===== config.mk =====
export PLATFORM = sky130hd
export DESIGN_NAME = mem_stage_ctrl
export DESIGN_NICKNAME = d
export VERILOG_FILES = /design/src/rtl/mem_stage_ctrl.sv
export SDC_FILE = /design/constraint.sdc
export NUM_CORES = 1
export LEC_CHECK = 0
export ABC_AREA = 1
export CORE_AREA = 2 2 139 141
export DETAILED_ROUTE_END_ITERATION = 8
export DIE_AREA = 0 0 141 143
export PLACE_DENSITY = 0.68
export SKIP_CTS_REPAIR_TIMING = 1
export SLEW_MARGIN = 20
export SYNTH_ARGS = -nofsm -noshare
export SYNTH_HDL_FRONTEND = slang
export SYNTH_SLANG_ARGS = --single-unit

===== constraint.sdc =====
create_clock -name clk -period 6 [get_ports clk]
set_input_delay 0.9 -clock clk [delete_from_list [all_inputs] [get_ports clk]]
set_output_delay 0.9 -clock clk [all_outputs]
set_load 0.02 [all_outputs]

===== src/rtl/mem_stage_ctrl.sv =====
// MEM-stage controller: decodes loads/stores, sequences data-memory access, and forms the MEM/WB register.
// Optional misalignment detection (adelW/adesW outputs) is enabled by defining MEM_ALIGN_CHECK_EN.
module mem_stage_ctrl (
  input  logic        clk,
  input  logic        rst,
  input  logic [31:0] instrM,
  input  logic [31:0] ALUOutM,
  input  logic [31:0] WriteDataM,
  input  logic [31:0] pcplusM,
  output logic        stallM,
  output logic        dmem_req,
  output logic        dmem_we,
  output logic [3:0]  dmem_be,
  output logic [31:0] dmem_addr,
  output logic [31:0] dmem_wdata,
  input  logic [31:0] dmem_rdata,
  input  logic        dmem_ack,
  output logic [31:0] instrW,
  output logic [31:0] ALUOutW,
  output logic [31:0] ReadDataW,
  output logic [31:0] pcplusW
`ifdef MEM_ALIGN_CHECK_EN
  ,
  output logic        adelW,
  output logic        adesW
`endif
);

  typedef enum logic {IDLE, ACCESS} state_t;

  localparam logic [5:0] OP_LB  = 6'h20;
  localparam logic [5:0] OP_LH  = 6'h21;
  localparam logic [5:0] OP_LW  = 6'h23;
  localparam logic [5:0] OP_LBU = 6'h24;
  localparam logic [5:0] OP_LHU = 6'h25;
  localparam logic [5:0] OP_SB  = 6'h28;
  localparam logic [5:0] OP_SH  = 6'h29;
  localparam logic [5:0] OP_SW  = 6'h2B;

  state_t      state_reg, state_next;
  logic [5:0]  opcode;
  logic        is_load, is_store, is_byte, is_half, is_word;
  logic        misaligned, mem_op;
  logic [3:0]  be_calc;
  logic [31:0] wdata_calc;
  logic [31:0] rdata_sel, rdata_next;
  logic [7:0]  rd_byte [4];
  logic [7:0]  lane_byte;
  logic [15:0] lane_half;

  assign opcode   = instrM[31:26];
  assign is_load  = (opcode == OP_LB) || (opcode == OP_LH) || (opcode == OP_LW) ||
                    (opcode == OP_LBU) || (opcode == OP_LHU);
  assign is_store = (opcode == OP_SB) || (opcode == OP_SH) || (opcode == OP_SW);
  assign is_byte  = (opcode == OP_LB) || (opcode == OP_LBU) || (opcode == OP_SB);
  assign is_half  = (opcode == OP_LH) || (opcode == OP_LHU) || (opcode == OP_SH);
  assign is_word  = (opcode == OP_LW) || (opcode == OP_SW);

`ifdef MEM_ALIGN_CHECK_EN
  assign misaligned = (is_word && (ALUOutM[1:0] != 2'b00)) || (is_half && ALUOutM[0]);
`else
  assign misaligned = 1'b0;
`endif
  // Misaligned ops bypass memory entirely and retire like non-memory instructions.
  assign mem_op = (is_load || is_store) && !misaligned;

  assign dmem_addr = {ALUOutM[31:2], 2'b00};

  always_comb begin
    be_calc    = 4'b1111;
    wdata_calc = WriteDataM;
    if (is_store && is_byte) begin
      be_calc    = 4'b0001 << ALUOutM[1:0];
      wdata_calc = {4{WriteDataM[7:0]}};
    end else if (is_store && is_half) begin
      be_calc    = ALUOutM[1] ? 4'b1100 : 4'b0011;
      wdata_calc = {2{WriteDataM[15:0]}};
    end
  end

  genvar gi;
  generate
    for (gi = 0; gi < 4; gi++) begin : g_lane
      assign rd_byte[gi] = dmem_rdata[8*gi +: 8];
    end
  endgenerate

  assign lane_byte = rd_byte[ALUOutM[1:0]];
  assign lane_half = ALUOutM[1] ? dmem_rdata[31:16] : dmem_rdata[15:0];

  always_comb begin
    case (opcode)
      OP_LB:   rdata_sel = {{24{lane_byte[7]}}, lane_byte};
      OP_LBU:  rdata_sel = {24'h0, lane_byte};
      OP_LH:   rdata_sel = {{16{lane_half[15]}}, lane_half};
      OP_LHU:  rdata_sel = {16'h0, lane_half};
      OP_LW:   rdata_sel = dmem_rdata;
      default: rdata_sel = 32'h0;
    endcase
  end

  assign rdata_next = (mem_op && is_load) ? rdata_sel : 32'h0;

  always_comb begin
    state_next = state_reg;
    stallM     = 1'b0;
    dmem_req   = 1'b0;
    dmem_we    = 1'b0;
    dmem_be    = 4'b0000;
    dmem_wdata = 32'h0;
    case (state_reg)
      IDLE: begin
        if (mem_op) begin
          state_next = ACCESS;
          stallM     = 1'b1;
        end
      end
      ACCESS: begin
        dmem_req   = 1'b1;
        dmem_we    = is_store;
        dmem_be    = be_calc;
        dmem_wdata = is_store ? wdata_calc : 32'h0;
        if (dmem_ack) state_next = IDLE;
        else          stallM     = 1'b1;
      end
      default: state_next = IDLE;
    endcase
  end

  always_ff @(posedge clk or posedge rst) begin
    if (rst) begin
      state_reg <= IDLE;
      instrW    <= 32'h0;
      ALUOutW   <= 32'h0;
      ReadDataW <= 32'h0;
      pcplusW   <= 32'h0000_3008;
    end else begin
      state_reg <= state_next;
      if (stallM) begin
        instrW    <= 32'h0;
        ALUOutW   <= 32'h0;
        ReadDataW <= 32'h0;
      end else begin
        instrW    <= instrM;
        ALUOutW   <= ALUOutM;
        ReadDataW <= rdata_next;
        pcplusW   <= pcplusM;
      end
    end
  end

`ifdef MEM_ALIGN_CHECK_EN
  always_ff @(posedge clk or posedge rst) begin
    if (rst) begin
      adelW <= 1'b0;
      adesW <= 1'b0;
    end else begin
      adelW <= !stallM && misaligned && is_load;
      adesW <= !stallM && misaligned && is_store;
    end
  end
`endif

endmodule


Yosys cells after proc, flatten, opt, wreduce, memory -nomap -nowiden

Cells that the tools add are included.

Bits in registers: 129
Input bits: 163

Magnitude comparators: 1
Equality and inequality tests: 8
Shift operators: 1
Multiplexer cells: 22
Bitwise logic cells: 2
Reductions and logical operators: 14

Operator list:

| kind                                                               | number |
|---|---|
| 32-bit 2-to-1 mux                                                  | 8 |
| 32-bit one-hot mux with 5 select lines                             | 1 |
| 6-bit == test (second input constant)                              | 8 |
| 8-bit binary-select mux with 2-bit select                          | 1 |
| 16-bit 2-to-1 mux                                                  | 1 |
| 4-bit 2-to-1 mux                                                   | 4 |
| 8-bit 2-to-1 mux                                                   | 2 |
| 1-bit logical OR                                                   | 11 |
| 1-bit 2-to-1 mux                                                   | 4 |
| 1-bit by 2-bit << shifter with 4-bit output (first input constant) | 1 |
| 3-bit >= comparator (second input constant)                        | 1 |
| 1-bit logical AND                                                  | 3 |
| 2-bit inverter with 3-bit output                                   | 1 |
| 1-bit one-hot mux with 2 select lines                              | 1 |
| 1-bit inverter                                                     | 1 |

Longest topological paths before layout

Gate-level depths: netlist of the first run.

Depth in word-level cells: 9
Gate-level depth with buffers: 10

Least setup slack after synthesis of the first run

Ideal clock, no wire load.

Kind: input port to output port
From: in instrM[28]
To: out dmem_wdata[29]
Data arrival time: 2.199 ns
Data required time: 5.100 ns
Path slack: 2.901 ns
Cell stages on the path: 8
Cells stage by stage: inv_1 -> nand2_1 -> nor2_1 -> nand2_1 -> nor2_2 -> inv_2 -> clkbuf_1 -> a21oi_1

Longest elaborated chain between the ends: 8
Elaborated cells on any way between the ends: 19

RTL lines:

| what                                              | line       | source |
|---|---|---|
| start: declaration                                | 6          | `input logic [31:0] instrM,` |
| 6-bit == test (on tied branches)                  | 54, 55, 56 |  |
| 1-bit logical OR (on tied branches) (2 in series) | 54, 56     |  |
| 1-bit logical AND                                 | 75         | `end else if (is_store && is_half) begin` |
| 32-bit 2-to-1 mux                                 | 75         |  |
| 32-bit 2-to-1 mux                                 | 72         | `if (is_store && is_byte) begin` |
| 32-bit 2-to-1 mux *                               | 122        | `dmem_wdata = is_store ? wdata_calc : 32'h0;` |
| 32-bit 2-to-1 mux *                               | 111        | `case (state_reg)` |
| end: declaration                                  | 15         | `output logic [31:0] dmem_wdata,` |

Every way passes the cells marked *; elsewhere a longest branch is shown, timed or not.

Worst setup path in the final report of the first run

From: in instrM[28]
To: out stallM

Longest elaborated chain between the ends: 8
Elaborated cells on any way between the ends: 17

RTL lines:

| what                                    | line | source |
|---|---|---|
| 6-bit == test                           | 52   | `assign is_load = (opcode == OP_LB) \|\| (opcode == OP_LH) \|\| (opcode == OP_LW) \|\|` |
| 1-bit logical OR (3 in series)          | 52   |  |
| 1-bit logical OR                        | 53   | `(opcode == OP_LBU) \|\| (opcode == OP_LHU);` |
| 1-bit logical OR *                      | 65   | `assign mem_op = (is_load \|\| is_store) && !misaligned;` |
| 1-bit 2-to-1 mux *                      | 113  | `if (mem_op) begin` |
| 1-bit one-hot mux with 2 select lines * | 111  |  |
| end: declaration                        | 10   | `output logic stallM,` |

Marked as above.

==> results of run 1 <==
-- tightest hold or removal path, cell delays in order (launching register included) --
cell,delay [ns]
dfstp_2,0.36
nand3_1,0.07
nand2_1,0.05
-- how the worst max path moves through the flow --
stage,from,end,slack (ns)
2_1_floorplan,rst,ALUOutW[0],1.66
3_3_place_gp,instrM[26],stallM,1.60
3_5_place_dp,instrM[26],stallM,1.56
4_1_cts,instrM[26],stallM,1.54
5_1_grt,instrM[26],stallM,1.37
6_report,instrM[28],stallM,1.61
-- cells in the mapped netlist (6+ instances only) --
| library cell | number | area share |
|---|---|---|
| buf_6 | 6 | 0.011 |
| o21ai_0 | 66 | 0.055 |
| o22ai_1 | 7 | 0.0073 |
| clkbuf_1 | 15 | 0.0094 |
| buf_2 | 9 | 0.0076 |
| buf_4 | 34 | 0.043 |
| nand2_1 | 116 | 0.073 |
| nand3_1 | 44 | 0.037 |
| a21oi_1 | 30 | 0.025 |
| inv_1 | 111 | 0.070 |
| dfrtp_1 | 126 | 0.53 |
| nor2_1 | 155 | 0.098 |
-- placed cells by master (no fill, tap or decap), types with 2 or more instances in the layout --
master           netlist  layout
conb_1                 1       2
clkinv_4               0       2
inv_2                  5       5
dfstp_2                3       3
clkinv_2               0       6
nand3_1               44      44
o22ai_1                7       7
nor2_1               155     155
clkbuf_16              0      17
nor2_2                 4       4
buf_4                 34       4
o21ai_0               66      66
dfrtp_1              126     126
nand2_1              116     115
inv_6                  0       4
clkdlybuf4s50_1        0     358
inv_1                111     110
a21oi_1               30      30
-- layer usage --
metal / GRT usage / share of wire / up-vias
li1: - / - / 2858
met4: 0.08000 / 0.029 / 0
met2: 0.3743 / 0.51 / 305
met3: 0.06070 / 0.080 / 38
met5: 0 / 0 / -
met1: 0.2304 / 0.38 / 2699
-- area by class of cell --
cell class | count | area (sq um)
fill | 1728 | 8569
tap | 234 | 292.8
timing repair buffer | 363 | 3618
clock inverter | 13 | 111.4
inverter | 116 | 440.4
multi-input combinational | 430 | 1873
clock buffer | 19 | 442.9
sequential | 129 | 3232
-- cell families after synthesis --
logic type	count (synthesis)	synth area share
simple gates	323	0.2203
other cells	1	0.0006294
flops	129	0.5424
compound gates	105	0.09240
buf+inv	180	0.1443
-- where the power goes --
part | leakage [uW] | total (uW) | internal (uW) | switching (uW)
sequential | 0.00164 | 1210 | 1110 | 95.8
clock | 0.000277 | 968 | 581 | 388
combinational | 0.00279 | 1500 | 655 | 843
-- stage by stage --
stage / total power, uW / hold WS, ns / area (sq um) / util
final: 3673 / 0.4865 / 10010 / 0.5388
after global routing: 3879 / 0.5189 / 10010 / 0.5388
after CTS: 3731 / 0.4895 / 10010 / 0.5389
after detailed placement: 2742 / 0.4793 / 9459 / 0.5091
after global placement: 2717 / 0.4743 / 9459 / 0.5091
after floorplan: 1983 / 0.5157 / 5962 / -
==> out/qor.yml, run 1 <==
synthesis:
  synth.distinct_cells: 22
  ys_seq_area_frac: 0.5424
  ys_warn_count: 0
  synth-main-ff-cell: "dfrtp_1"
  ys_ff_latch: 129
  syn_area_per_cell_sq_um: 8.073
  synth_edf_count: 0
  synthArstFlopShare: 1.000
  netlist_area_sq_um: 5958
  syn_inst: 738
critical_path:
  rr_worst_depth: 7
  cp_common_cell: "clkdlybuf4s50_1"
  start_kind: "primary input"
  cp_cell_sequence: "clkdlybuf4s50_1 -> nor2_2 -> nand3_2 -> nand3_4 -> o21bai_4 -> inv_2 -> clkdlybuf4s50_1"
  path_max_fanout: 34
  worstPathRequired_ns: 5.10
  cp_slowest_stage_delay_ns: 0.63
  rrSetupSlack_ns: 3.45
  cpLargestDelayFamily: "buffers and inverters"
  crit_arrival_ns: 3.49
  worst-path-stages: 7
  regToRegEndpoint: "ALUOutW[1]"
  path_class: "in -> out"
  end_kind: "output port"
  slowest_stage: "clkdlybuf4s50_1"
  path_buf_inv: 3
  rr_startpoint: "state_reg"
grt:
  grt_overflow: 0
  antenna_found_initial: 0
  grt_max_degree: 77
  first_global_vias: 5853
  grt.total_usage: 0.2071
  grt_pass1_wl_microns: 32120
run_status:
  status: "finished, final reports clean"
floorplan:
  start_util: 0.3207
  core_sq_um: 18580
  core.rowCount: 50
  ios: 362
  die_w_microns: 141
  die_h_microns: 143
  die_area_sq_um: 20160
worst_hold_path:
  holdCritStartpoint: "pcplusW[12]"
  min_to: "pcplusW[12]"
  min_path_type: "reg -> reg"
  hold_path_depth: 2
finish:
  diodes: 0
  final_net_count: 1220
  drive_above_1_share: 0.05140
  area_delta_synth_final_pct: 68.02
  fin_cells: 1304
power:
  irDropWorstVdd_uv: 215.8
  leakage_uw: 0.004713
  p_per_area_nw_per_um2: 366.9
timing:
  finalMaxSlewViolations: 0
  min_period_over_period: 0.7313
  fmax_mhz: 227.9
  period_minus_slack_ns: 4.388
  finalSetupViolations: 0
  tightest_slew_ns: 0.9683
  worst_slack_ns: 1.612
  grt_setup_unrepaired: "false"
  tns_ns: 0
  fin_worst_skew_ns: 0.009756
  hold_viol_final: 0
  slew_headroom: 0.3538
route:
  num_vias: 5900
  wl_per_cell_microns: 16.04
  drc: 0
  via_per_inst: 4.525
  drtPass1Iterations: 5
  wl_microns: 20920
  ant_nets: 0
  dr.first_iter.drc_count: 282
clocking:
  cts_buffers: 17
  cts.clk_slew.worst_paths_ns: 0.05
  clock_latency_ns: 0.41
  cts_tree: "yes"
  cts_max_level: 4
  clockBufferDepth: 2
  cts_root_buf: "clkbuf_16"
  cts_sinks: 129
placed_design:
  dp.cells: 1272
  routabilityCongestion: 0.8725
  port_buffers: 359
  dp_hpwl_microns: 15820
  place_ws_ns: 1.564
job:
  maxCapViolations: 0
Power figures use the tool's default switching activity.
==> inputs of run 2 (changes only) <==
--- a/config.mk
+++ b/config.mk
@@ -6,10 +6,10 @@
 export NUM_CORES = 1
 export LEC_CHECK = 0
 export ABC_AREA = 1
-export CORE_AREA = 2 2 139 141
+export CORE_AREA = 2 2 140 142
 export DETAILED_ROUTE_END_ITERATION = 8
-export DIE_AREA = 0 0 141 143
-export PLACE_DENSITY = 0.68
+export DIE_AREA = 0 0 142 144
+export PLACE_DENSITY = 0.67
 export SKIP_CTS_REPAIR_TIMING = 1
 export SLEW_MARGIN = 20
 export SYNTH_ARGS = -nofsm -noshare
==> constraint.sdc (replaced) <==
create_clock -name clk -period 4.3 [get_ports clk]
set_input_delay 0.645 -clock clk [delete_from_list [all_inputs] [get_ports clk]]
set_output_delay 0.645 -clock clk [all_outputs]
set_load 0.02 [all_outputs]
==> out/qor.yml, run 2 (same netlist as run 1, synthesis figures left out) <==
floorplan:
  die_area_sq_um: 20450  # +1.4%
  die_w_microns: 142  # +0.71%
  start_util: 0.3123  # -0.008391
  die_h_microns: 144  # +0.70%
  core.rowCount: 51  # +2.0%
  core_sq_um: 19080  # +2.7%
  ios: 362  # unchanged
finish:
  final_util: 0.5297  # -0.009048
  final_net_count: 1225  # +0.41%
  multi_input_area_sq_um: 1871  # -0.13%
  drive_above_1_share: 0.05395  # +0.002552
  layout_commonest_cell: "clkdlybuf4s50_1"
  regArea_sq_um: 3232  # unchanged
  layout_common_cells: "359 x clkdlybuf4s50_1, 155 x nor2_1, 126 x dfrtp_1, 116 x nand2_1, 110 x inv_1"
  fillers: 1808  # +4.6%
  diodes: 0  # unchanged
  area_delta_synth_final_pct: 69.63
clocking:
  cts_tree: "yes"
  cts.clk_slew.worst_paths_ns: 0.06  # about the same
  cts_sinks: 129  # unchanged
  clock_latency_ns: 0.41  # about the same
  cts_root_buf: "clkbuf_16"
  clockBufferDepth: 2  # unchanged
  cts_max_level: 4  # unchanged
  cts_buffers: 17  # unchanged
critical_path:
  start_kind: "primary input"
  path_max_fanout: 12  # -65%
  rr_worst_depth: 7  # unchanged
  end_kind: "output port"
  critPathLaunch: "instrM[28]"
  crit_arrival_ns: 2.98  # -0.51 ns
  rrSetupSlack_ns: 2.16  # -1.29 ns
  cp-endpoint: "dmem_be[1]"
  worstPathRequired_ns: 3.65  # -1.45 ns
  regToRegEndpoint: "instrW[11]"
  rr_startpoint: "state_reg"
  path_class: "in -> out"
timing:
  slew_headroom: 0.3370  # -0.01674
  tns_ns: 0  # unchanged
  hold_viol_final: 0  # unchanged
  min_period_over_period: 0.8433
  fin_worst_skew_ns: 0.008454  # -0.001302 ns
  finalMaxSlewViolations: 0  # unchanged
  tightest_slew_ns: 0.9934  # +0.02509 ns
  fmax_mhz: 275.8
  period_minus_slack_ns: 3.626
  finalSetupViolations: 0  # unchanged
  grt_setup_unrepaired: "false"
  worst_slack_ns: 0.6737  # -0.9383 ns
power:
  leakage_uw: 0.004751  # +0.81%
  p_total_uw: 5282  # +44%
  irDropWorstVdd_uv: 233.3  # +8.1%
  p_per_area_nw_per_um2: 522.6  # +42%
grt:
  grt_overflow: 0  # unchanged
  first_global_vias: 5715  # -2.4%
  grt_pass1_wl_microns: 32020  # -0.30%
  grt_max_degree: 86  # +12%
  antenna_found_initial: 0  # unchanged
  grt.total_usage: 0.2063  # -0.0008640
placed_design:
  dp_hpwl_microns: 16060  # +1.5%
  routabilityCongestion: 0.8831  # +1.2%
  place_ws_ns: 0.6632  # -0.9005 ns
  port_buffers: 359  # unchanged
route:
  ant_nets: 0  # unchanged
  via_per_inst: 4.492  # -0.72%
  drc: 0  # unchanged
  wl_per_cell_microns: 16.36  # +2.0%
  num_vias: 5898  # -0.034%
  drtPass1Iterations: 7  # +2
  dr.first_iter.drc_count: 340  # +21%
  wl_microns: 21480  # +2.7%
worst_hold_path:
  hold_path_depth: 2  # unchanged
  holdCritStartpoint: "pcplusW[3]"
  min_path_type: "reg -> reg"
job:
  maxCapViolations: 0  # unchanged
run_status:
  status: "finished, final reports clean"
run 2: changes by cell type in the layout (fill, tap and decap cells not counted), sizes merged:
cell / change
buf: +4
clkbuf: -1
bufinv: +2
clkinv: -4
inv: +2
clkdlybuf4s50: +1
clkinvlp: +1
run 2: layer usage:
metal | track usage | part of all wire | up-vias
met4 | 0.08316 | 0.027 | 0
met5 | 0 | 0 | -
met2 | 0.3679 | 0.51 | 282
met1 | 0.2318 | 0.38 | 2706
li1 | - | - | 2876
met3 | 0.06026 | 0.081 | 34
run 2: area by class of cell:
type | instances | area share
multi-input combinational | 430 | 0.1851
clock inverter | 14 | 0.01745
inverter | 116 | 0.04358
sequential | 129 | 0.3198
clock buffer | 18 | 0.04246
tap | 238 | 0.02946
timing repair buffer | 368 | 0.3622
run 2: worst max-delay path, cell delays in order:
cell	delay (ns)
clkdlybuf4s50_1	0.52
inv_1	0.14
nand2_1	0.06
nor2_1	0.09
nand2_1	0.11
nor2_2	0.32
inv_1	0.29
a21oi_1	0.20
nor2_1	0.06
clkdlybuf4s50_1	0.54
run 2: how the worst min path moves through the flow:
| stage | end | slack (ns) |
|---|---|---|
| 2_1_floorplan | pcplusW[12] | 0.52 |
| 4_1_cts | pcplusW[3] | 0.49 |
| 3_3_place_gp | pcplusW[3] | 0.48 |
| 3_5_place_dp | pcplusW[3] | 0.48 |
| 6_report | pcplusW[3] | 0.49 |
| 5_1_grt | pcplusW[13] | 0.51 |
run 2: power breakdown:
| group | switching (uW) | internal, uW |
|---|---|---|
| Clock | 571 | 921 |
| Sequential | 128 | 1550 |
| Combinational | 1190 | 924 |
| Total | 1890 | 3390 |
run 2: per-stage QoR:
step | instances | hold WS (ns) | area (sq um)
2_1_floorplan | 739 | 0.5157 | 5962
3_3_place_gp | 1281 | 0.4753 | 9502
3_5_place_dp | 1281 | 0.4785 | 9502
4_1_cts | 1313 | 0.4928 | 10110
5_1_grt | 1313 | 0.5085 | 10110
6_report | 1313 | 0.4877 | 10110
==> inputs of run 3 (changes only) <==
==> constraint.sdc (replaced) <==
create_clock -name clk -period 3.6 [get_ports clk]
set_input_delay 0.54 -clock clk [delete_from_list [all_inputs] [get_ports clk]]
set_output_delay 0.54 -clock clk [all_outputs]
set_load 0.02 [all_outputs]
==> out/qor.yml, run 3 (same netlist as run 1, synthesis figures left out) <==
route:
  num_vias: 5943  # +0.76%
  wl_microns: 21240  # -1.1%
  dr.first_iter.drc_count: 347  # +2.1%
  wl_per_cell_microns: 16.12  # -1.4%
  drtPass1Iterations: 5  # -2
  drc: 0  # unchanged
  ant_nets: 0  # unchanged
  via_per_inst: 4.513  # +0.46%
critical_path:
  cp_cell_sequence: "clkdlybuf4s50_1 -> inv_2 -> nand2_1 -> nand2_1 -> nor2_2 -> nand2_1 -> a21oi_1 -> clkdlybuf4s50_1"
  rrSetupSlack_ns: 1.82  # -0.34 ns
  path_class: "in -> out"
  path_max_fanout: 10  # -2
  cpLargestDelayFamily: "buffers and inverters"
  start_kind: "primary input"
  crit_arrival_ns: 2.80  # -0.18 ns
  cp_common_cell: "nand2_1"
  cp_slowest_stage_delay_ns: 0.66  # +0.12 ns
  end_kind: "output port"
  path_buf_inv: 3  # -1
  slowest_stage: "clkdlybuf4s50_1"
  worstPathRequired_ns: 3.06  # -0.59 ns
finish:
  final_cell_area_sq_um: 10180  # +0.73%
  final_net_count: 1231  # +0.49%
  fillers: 1755  # -2.9%
  multi_input_area_sq_um: 1871  # unchanged
  fin_cells: 1317  # +0.30%
  drive_above_1_share: 0.05839  # +0.004434
  regArea_sq_um: 3232  # unchanged
  area_delta_synth_final_pct: 70.87
  layout_common_cells: "359 x clkdlybuf4s50_1, 155 x nor2_1, 126 x dfrtp_1, 116 x nand2_1, 110 x inv_1"
  layout_commonest_cell: "clkdlybuf4s50_1"
  diodes: 0  # unchanged
floorplan:
  die_area_sq_um: 20450  # unchanged
  die_h_microns: 144  # unchanged
  core.rowCount: 51  # unchanged
  ios: 362  # unchanged
  start_util: 0.3123  # unchanged
  die_w_microns: 142  # unchanged
  core_sq_um: 19080  # unchanged
placed_design:
  dp_hpwl_microns: 15890  # -1.0%
  dp.cells: 1287  # +0.47%
  port_buffers: 359  # unchanged
  dpl-instance-area_sq_um: 9558  # +0.59%
  routabilityCongestion: 0.8202  # -7.1%
grt:
  antenna_found_initial: 0  # unchanged
  grt_pass1_wl_microns: 31610  # -1.3%
  grt.total_usage: 0.2046  # -0.001615
  grt_max_degree: 130  # +51%
  grt_overflow: 0  # unchanged
  first_global_vias: 5884  # +3.0%
timing:
  slew_headroom: 0.5217  # +0.1847
  hold_viol_final: 0  # unchanged
  min_period_over_period: 0.9267
  fmax_mhz: 299.8
  tightest_slew_ns: 0.7174  # -0.2760 ns
  fin_worst_skew_ns: 0.01440  # +0.005942 ns
  tns_ns: 0  # unchanged
  grt_setup_unrepaired: "false"
  finalSetupViolations: 0  # unchanged
  whs_ns: 0.4846  # -0.003150 ns
  period_minus_slack_ns: 3.336
  finalMaxSlewViolations: 0  # unchanged
worst_hold_path:
  min_path_type: "reg -> reg"
clocking:
  cts_root_buf: "clkbuf_16"
  cts_buffers: 17  # unchanged
  clockBufferDepth: 2  # unchanged
  cts.clk_slew.worst_paths_ns: 0.06  # about the same
  cts_tree: "yes"
  cts_max_level: 4  # unchanged
  clock_latency_ns: 0.41  # about the same
  cts_sinks: 129  # unchanged
power:
  p_total_uw: 6349  # +20%
  leakage_uw: 0.004788  # +0.77%
  irDropWorstVdd_uv: 299.3  # +28%
  p_per_area_nw_per_um2: 623.6  # +19%
run_status:
  status: "finished, final reports clean"
job:
  maxCapViolations: 0  # unchanged
run 3: area by class of cell:
type | instances | share of cell area
clock buffers | 18 | 0.04314
clock inverters | 12 | 0.01807
inverters | 116 | 0.04314
flip-flops and latches | 129 | 0.3174
repair buffers | 374 | 0.3652
well taps | 238 | 0.02925
multi-input cells | 430 | 0.1837
run 3: final timing paths:
check,start,endpoint,depth (start not counted)
max,instrM[26],dmem_wdata[29],8
min,pcplusW[12],pcplusW[12],2
max reg2reg,state_reg,ReadDataW[3],6
min reg2reg,pcplusW[12],pcplusW[12],2
max in group asynchronous,rst,ReadDataW[7],3
min in group asynchronous,rst,ALUOutW[18],3
run 3: power by group:
| group | leakage (uW) | internal (uW) | total [uW] | switching, uW |
|---|---|---|---|---|
| logic | 0.00285 | 1110 | 2510 | 1400 |
| clock network | 0.000298 | 1170 | 1840 | 661 |
| registers | 0.00164 | 1850 | 2000 | 152 |
run 3: metrics by stage:
step                  util  worst slack (ns)
floorplan                -             1.221
global placement    0.5010            0.2571
detailed placement  0.5010            0.2269
CTS                 0.5336            0.2226
global route        0.5336           0.01868
finish              0.5336            0.2639
run 3: metal layers:
metal	track usage	up-vias	wire length, microns
met2	0.3707	289	11050
met3	0.05596	27	1541
li1	-	2878	-
met5	0	-	0
met1	0.2285	2749	8149
met4	0.08053	0	499
run 3: worst reg2reg max path: stages, from the launching register on:
cell	delay, ns
dfrtp_1	0.43
inv_1	0.10
nand2_1	0.12
o21bai_4	0.17
buf_4	0.35
nand2_1	0.30
nor2_1	0.21
